[src/rtl/operand2_stage.sv]
// Operand-2 stage: selects rs2 or the sign-extended simm13 as the ALU second
// operand and queues it, with rd/op3/i, in a small circular FIFO toward the ALU.
package operand2_stage_pkg;

  typedef struct packed {
    logic [31:0] op2;
    logic [4:0]  rd;
    logic [5:0]  op3;
    logic        is_imm;
  } entry_t;

endpackage

module operand2_stage
  import operand2_stage_pkg::*;
#(
  parameter int unsigned DEPTH = 2
) (
  input  logic        Clk,
  input  logic        Reset_n,
  input  logic [31:0] Instr,
  input  logic [31:0] Rs2_val,
  input  logic        Valid_in,
  output logic        Ready_in,
  output logic [12:0] Simm13,
  input  logic [31:0] Imm_ext,
  output logic        Valid_out,
  input  logic        Ready_out,
  output logic [31:0] Op2,
  output logic [4:0]  Rd_out,
  output logic [5:0]  Op3_out,
  output logic        Is_imm,
  input  logic        Flush,
  output logic [2:0]  Count
);

  localparam int unsigned PTR_W = (DEPTH > 2) ? 2 : 1;
  localparam int unsigned CNT_W = 3;
  localparam logic [PTR_W-1:0] LAST_PTR = PTR_W'(DEPTH - 1);
  localparam logic [CNT_W-1:0] FULL_CNT = CNT_W'(DEPTH);

  entry_t           mem_q [DEPTH];
  logic [PTR_W-1:0] wr_ptr_q;
  logic [PTR_W-1:0] rd_ptr_q;
  logic [PTR_W-1:0] wr_ptr_nxt_c;
  logic [PTR_W-1:0] rd_ptr_nxt_c;
  logic [CNT_W-1:0] count_q;
  logic             push_c;
  logic             pop_c;
  entry_t           new_entry_c;
  entry_t           head_c;
  logic             unused_instr;

  // Sign extender sits outside this block; its result returns on Imm_ext.
  assign Simm13 = Instr[12:0];

  // Handshakes depend only on registered occupancy, never on Ready_out.
  assign Ready_in  = (count_q < FULL_CNT);
  assign Valid_out = (count_q != '0);
  assign push_c    = Valid_in & Ready_in & ~Flush;
  assign pop_c     = Valid_out & Ready_out & ~Flush;

  always_comb begin
    new_entry_c        = '0;
    new_entry_c.op2    = Instr[13] ? Imm_ext : Rs2_val;
    new_entry_c.rd     = Instr[29:25];
    new_entry_c.op3    = Instr[24:19];
    new_entry_c.is_imm = Instr[13];
  end

  assign wr_ptr_nxt_c = (wr_ptr_q == LAST_PTR) ? '0 : wr_ptr_q + PTR_W'(1);
  assign rd_ptr_nxt_c = (rd_ptr_q == LAST_PTR) ? '0 : rd_ptr_q + PTR_W'(1);

  // Storage is cleared on reset so the head outputs read zero until the first push.
  always_ff @(posedge Clk or negedge Reset_n) begin
    if (!Reset_n) begin
      wr_ptr_q <= '0;
      rd_ptr_q <= '0;
      count_q  <= '0;
      for (int unsigned k = 0; k < DEPTH; k++) begin
        mem_q[k] <= '0;
      end
    end else if (Flush) begin
      wr_ptr_q <= '0;
      rd_ptr_q <= '0;
      count_q  <= '0;
    end else begin
      if (push_c) begin
        mem_q[wr_ptr_q] <= new_entry_c;
        wr_ptr_q        <= wr_ptr_nxt_c;
      end
      if (pop_c) begin
        rd_ptr_q <= rd_ptr_nxt_c;
      end
      count_q <= count_q + CNT_W'(push_c) - CNT_W'(pop_c);
    end
  end

  // Head entry is never overwritten while it is presented: a push can only
  // target the head slot when the FIFO is empty.
  assign head_c  = mem_q[rd_ptr_q];
  assign Op2     = head_c.op2;
  assign Rd_out  = head_c.rd;
  assign Op3_out = head_c.op3;
  assign Is_imm  = head_c.is_imm;
  assign Count   = count_q;

  assign unused_instr = ^{Instr[31:30], Instr[18:14]};

endmodule

[config.mk]
export PLATFORM = sky130hd
export DESIGN_NAME = operand2_stage
export DESIGN_NICKNAME = d
export VERILOG_FILES = /design/src/rtl/operand2_stage.sv
export SDC_FILE = /design/constraint.sdc
export NUM_CORES = 1
export LEC_CHECK = 0
export ABC_AREA = 1
export CAP_MARGIN = 40
export CORE_MARGIN = 4
export CORE_UTILIZATION = 49
export DETAILED_ROUTE_END_ITERATION = 6
export PLACE_DENSITY_LB_ADDON = 0.12
export RECOVER_POWER = 50
export SLEW_MARGIN = 10
export SYNTH_ARGS = -nofsm -noshare
export SYNTH_HDL_FRONTEND = slang
export SYNTH_SLANG_ARGS = --single-unit
[constraint.sdc]
create_clock -name Clk -period 4.3 [get_ports Clk]
set_input_delay 0.645 -clock Clk [delete_from_list [all_inputs] [get_ports Clk]]
set_output_delay 0.645 -clock Clk [all_outputs]
set_load 0.02 [all_outputs]
==> metrics.md <==
| Metric | Value |
|---|---|
| RSZ-0062 raised after global routing | `no` |
| Rows | `35` |
| Seq pwr share | `around 36%` |
| DP Wirelength | `7740 um` |
| Via count | `between 4000 and 5000` |
| Syn nets | `around 760` |
| FMAX | `362 MHz` |
| Area growth, synth to finish | `28.0%` |
| CTS root buf | `clkbuf_8` |
| Yosys warnings | `0` |
| DRT antenna net count | `0` |
| Sink Count | `93` |
| Design area | `6080 um^2` |
| Max Cap Violations | `1` |
| Fin. max-slew vios | `47` |
| CTS H-tree lvls | `3` |
| Clock skew | `between 0.007 and 0.008 ns` |
| Clk Latency, worst-skew pair | `0.35 ns` |
| CTS Buffer Depth | `2` |
| Routed wire per std cell | `around 13 um` |
| Largest net degree at the start of global routing | `between 50 and 60` |
| Crit Path Category | `input pin to register` |
| Sum of negative setup slack | `0 ns` |
| HP Class | `register to register` |
| Final setup viols | `0` |
| Power Total | `about 4.2 mW` |
| Failing checks | `capacitance limit, slew limit` |
| Slew headroom | `-62.7%` |
| WP buf/inv | `3` |
| First-pass GRT wire length | `roughly 20000 um` |
| Tmin final | `between 2 and 3 ns` |
| GPL Wtd Cong | `about 0.76` |
| Top Family by Delay on Critical Path | `buffers and inverters` |
| DRC Markers | `0` |
| Status | `finished with violations` |
| Buffers on Ports | `~130` |
| Die ar. | `~11000 um^2` |
| Sw Ratio | `between 40% and 50%` |
| Initial antenna violation count | `0` |
| Slowest CP cell | `inv_2` |
| Core area | `around 9300 um^2` |
| Post-CTS Resized | `0` |
| Grt ovf | `0` |
| P_int | `~2.5 mW` |
| Share of the clock period used by the worst path | `between 60 and 70%` |
| Vias in the first global route | `between 4000 and 5000` |
| Fin nets | `855` |
| Crit start category | `input pin` |
| Crit path DAT | `slightly above 3 ns` |
| Hold Vio Cnt, Final | `0` |
| Cell Area, Placed | `between 5000 and 6000 um^2` |
| WHS Path Cells | `2` |
| Die width | `between 100 and 150 um` |
| # hold bufs at CTS | `0` |
| Num ports | `163` |
| Worst path cell trace | `dlygate4sd3_1, inv_1, nand3_4, inv_2, nand2_1, nand2_1` |
| Post-Route WL | `roughly 12000 um` |
| P_leak | `3.26 nW` |
| Initial Utilization | `approximately half` |
| Comb power frac | `about half` |
| Synth Cell Area | `approximately 4700 um^2` |
| Crit path max fanout | `between 50 and 60` |
| Die height | `between 100 and 150 um` |
| Drt via density | `between 4 and 5` |
| Most frequent CP cell | `nand2_1` |
| Ant. Diodes | `0` |
| Drt pass-1 iters | `4` |
| Power per cell area | `688 nW/um^2` |
| WP data required | `approximately 4.6 ns` |
| Total stage count of the critical path | `6` |
| Cells after Synth | `652` |
| Largest stage delay, worst path | `0.74 ns` |
| All-Layer GR Usage | `about 22%` |
| Sequential area share after synthesis | `about half` |
| Num CTS Buffers | `9` |
| Layout cells sized above 1 | `about 5.0%` |
| Post-CTS Repair Setup Buffers | `0` |
| Clk pin slew, worst setup/hold paths | `0.08 ns` |
| Maximum vdd drop | `between 0.3 and 0.4 mV` |
| Least-Margin Pin Slew | `about 2.4 ns` |
| Starting DRC count in detailed routing | `224` |
| Worst setup EP type | `register` |
| R2r worst-path depth | `8` |
| Net Switching | `~1.7 mW` |
| Synth Register Bits | `93` |
| Post-Syn Area per Cell | `between 7 and 8 um^2` |
| Netlist cell types | `21` |
| Clock Power Share | `a little over an eighth` |
| TritonCTS clock tree | `done` |
==> synth_stat cells (all sizes together) <==
cell type | instances | share of area, %
nand3 | 4 | 0.95
nor2 | 5 | 0.40
dfrtp | 93 | 49
nand2 | 450 | 36
ha | 3 | 0.79
inv | 23 | 1.8
fa | 1 | 0.42
clkbuf | 5 | 0.40
nand4 | 1 | 0.13
xnor2 | 1 | 0.18
buf | 42 | 6.7
o21ai | 24 | 3.3
==> per-layer routing <==
layer | vias to the layer above | global-route usage, % | part of all wire, % | wire (um)
li1 | 2126 | - | - | -
met1 | 1952 | 26.7 | 43 | 5080
met2 | 122 | 38.2 | 50 | 5910
met3 | 8 | 4.19 | 6.8 | 805
met4 | 0 | 6.30 | 0.77 | 92
met5 | - | 0 | 0 | 0
==> registers in the layout (all words and copies together), names as in the netlist <==
name      flops
Count         3
wr_ptr_q      1
rd_ptr_q      1
mem_q        88
==> per-stage QoR <==
| stage | hold WS [ns] | setup WS (ns) | utilization, % | std cells |
|---|---|---|---|---|
| detailed placement | 0.465 | 1.35 | 63.4 | 868 |
| global route | 0.508 | 1.06 | 65.1 | 883 |
| finish | 0.485 | 1.54 | 65.1 | 883 |
| floorplan | 0.349 | 2.04 | - | 652 |
| global placement | 0.461 | 1.39 | 63.2 | 867 |
| CTS | 0.288 | 1.59 | 65.4 | 883 |
==> path summary, 6_finish.rpt <==
path / startpoint / end / slack, ns
max in group asynchronous: Reset_n / mem_q[30] / 1.57
max reg2reg: Count[1] / mem_q[63] / 1.87
min in group asynchronous: Reset_n / mem_q[5] / 1.03
min: mem_q[83] / mem_q[83] / 0.48
min reg2reg: mem_q[83] / mem_q[83] / 0.48
max: Flush / mem_q[63] / 1.54
==> cell type report <==
| type | instances | area, um^2 |
|---|---|---|
| inverter | 23 | 86.3 |
| tap | 129 | 161 |
| clock buffer | 10 | 128 |
| fill | 849 | 3250 |
| clock inverter | 5 | 60.1 |
| timing repair buffer | 134 | 1330 |
| multi-input combinational | 489 | 1980 |
| sequential | 93 | 2330 |
==> cells in the final DEF (no fill, tap or decap), types with 5 or more instances in the layout <==
cell type / netlist / layout
clkbuf_8: 0 / 9
clkdlybuf4s50_1: 0 / 125
dfrtp_1: 93 / 92
inv_1: 17 / 18
inv_2: 6 / 5
nand2_1: 444 / 444
nand2_2: 6 / 6
nor2_1: 5 / 5
o21ai_0: 12 / 17
o21ai_2: 10 / 5
==> tightest hold or removal path: cells and delay by family (launching register included) <==
family,cells,cell delay (ns)
simple gates,2,0.10
flops,1,0.35
==> cells by family (layout without fill, tap and decap cells) <==
family	after synthesis	count (layout)	synth area share, %
buf+inv	70	172	8.88
fa+ha+maj	4	4	1.21
simple gates	460	460	37.4
xor+xnor	1	1	0.185
compound gates	24	24	3.32
flops	93	93	49.0
==> power by group through the flow <==
stage	Combinational (mW)	Clock (mW)	Sequential, mW
2_1_floorplan	1.27	0	1.49
3_3_place_gp	2.07	0	1.51
3_5_place_dp	2.13	0	1.53
4_1_cts	2.14	0.584	1.52
5_1_grt	2.31	0.614	1.58
6_report	2.10	0.568	1.52
Power figures use the tool's default switching activity.
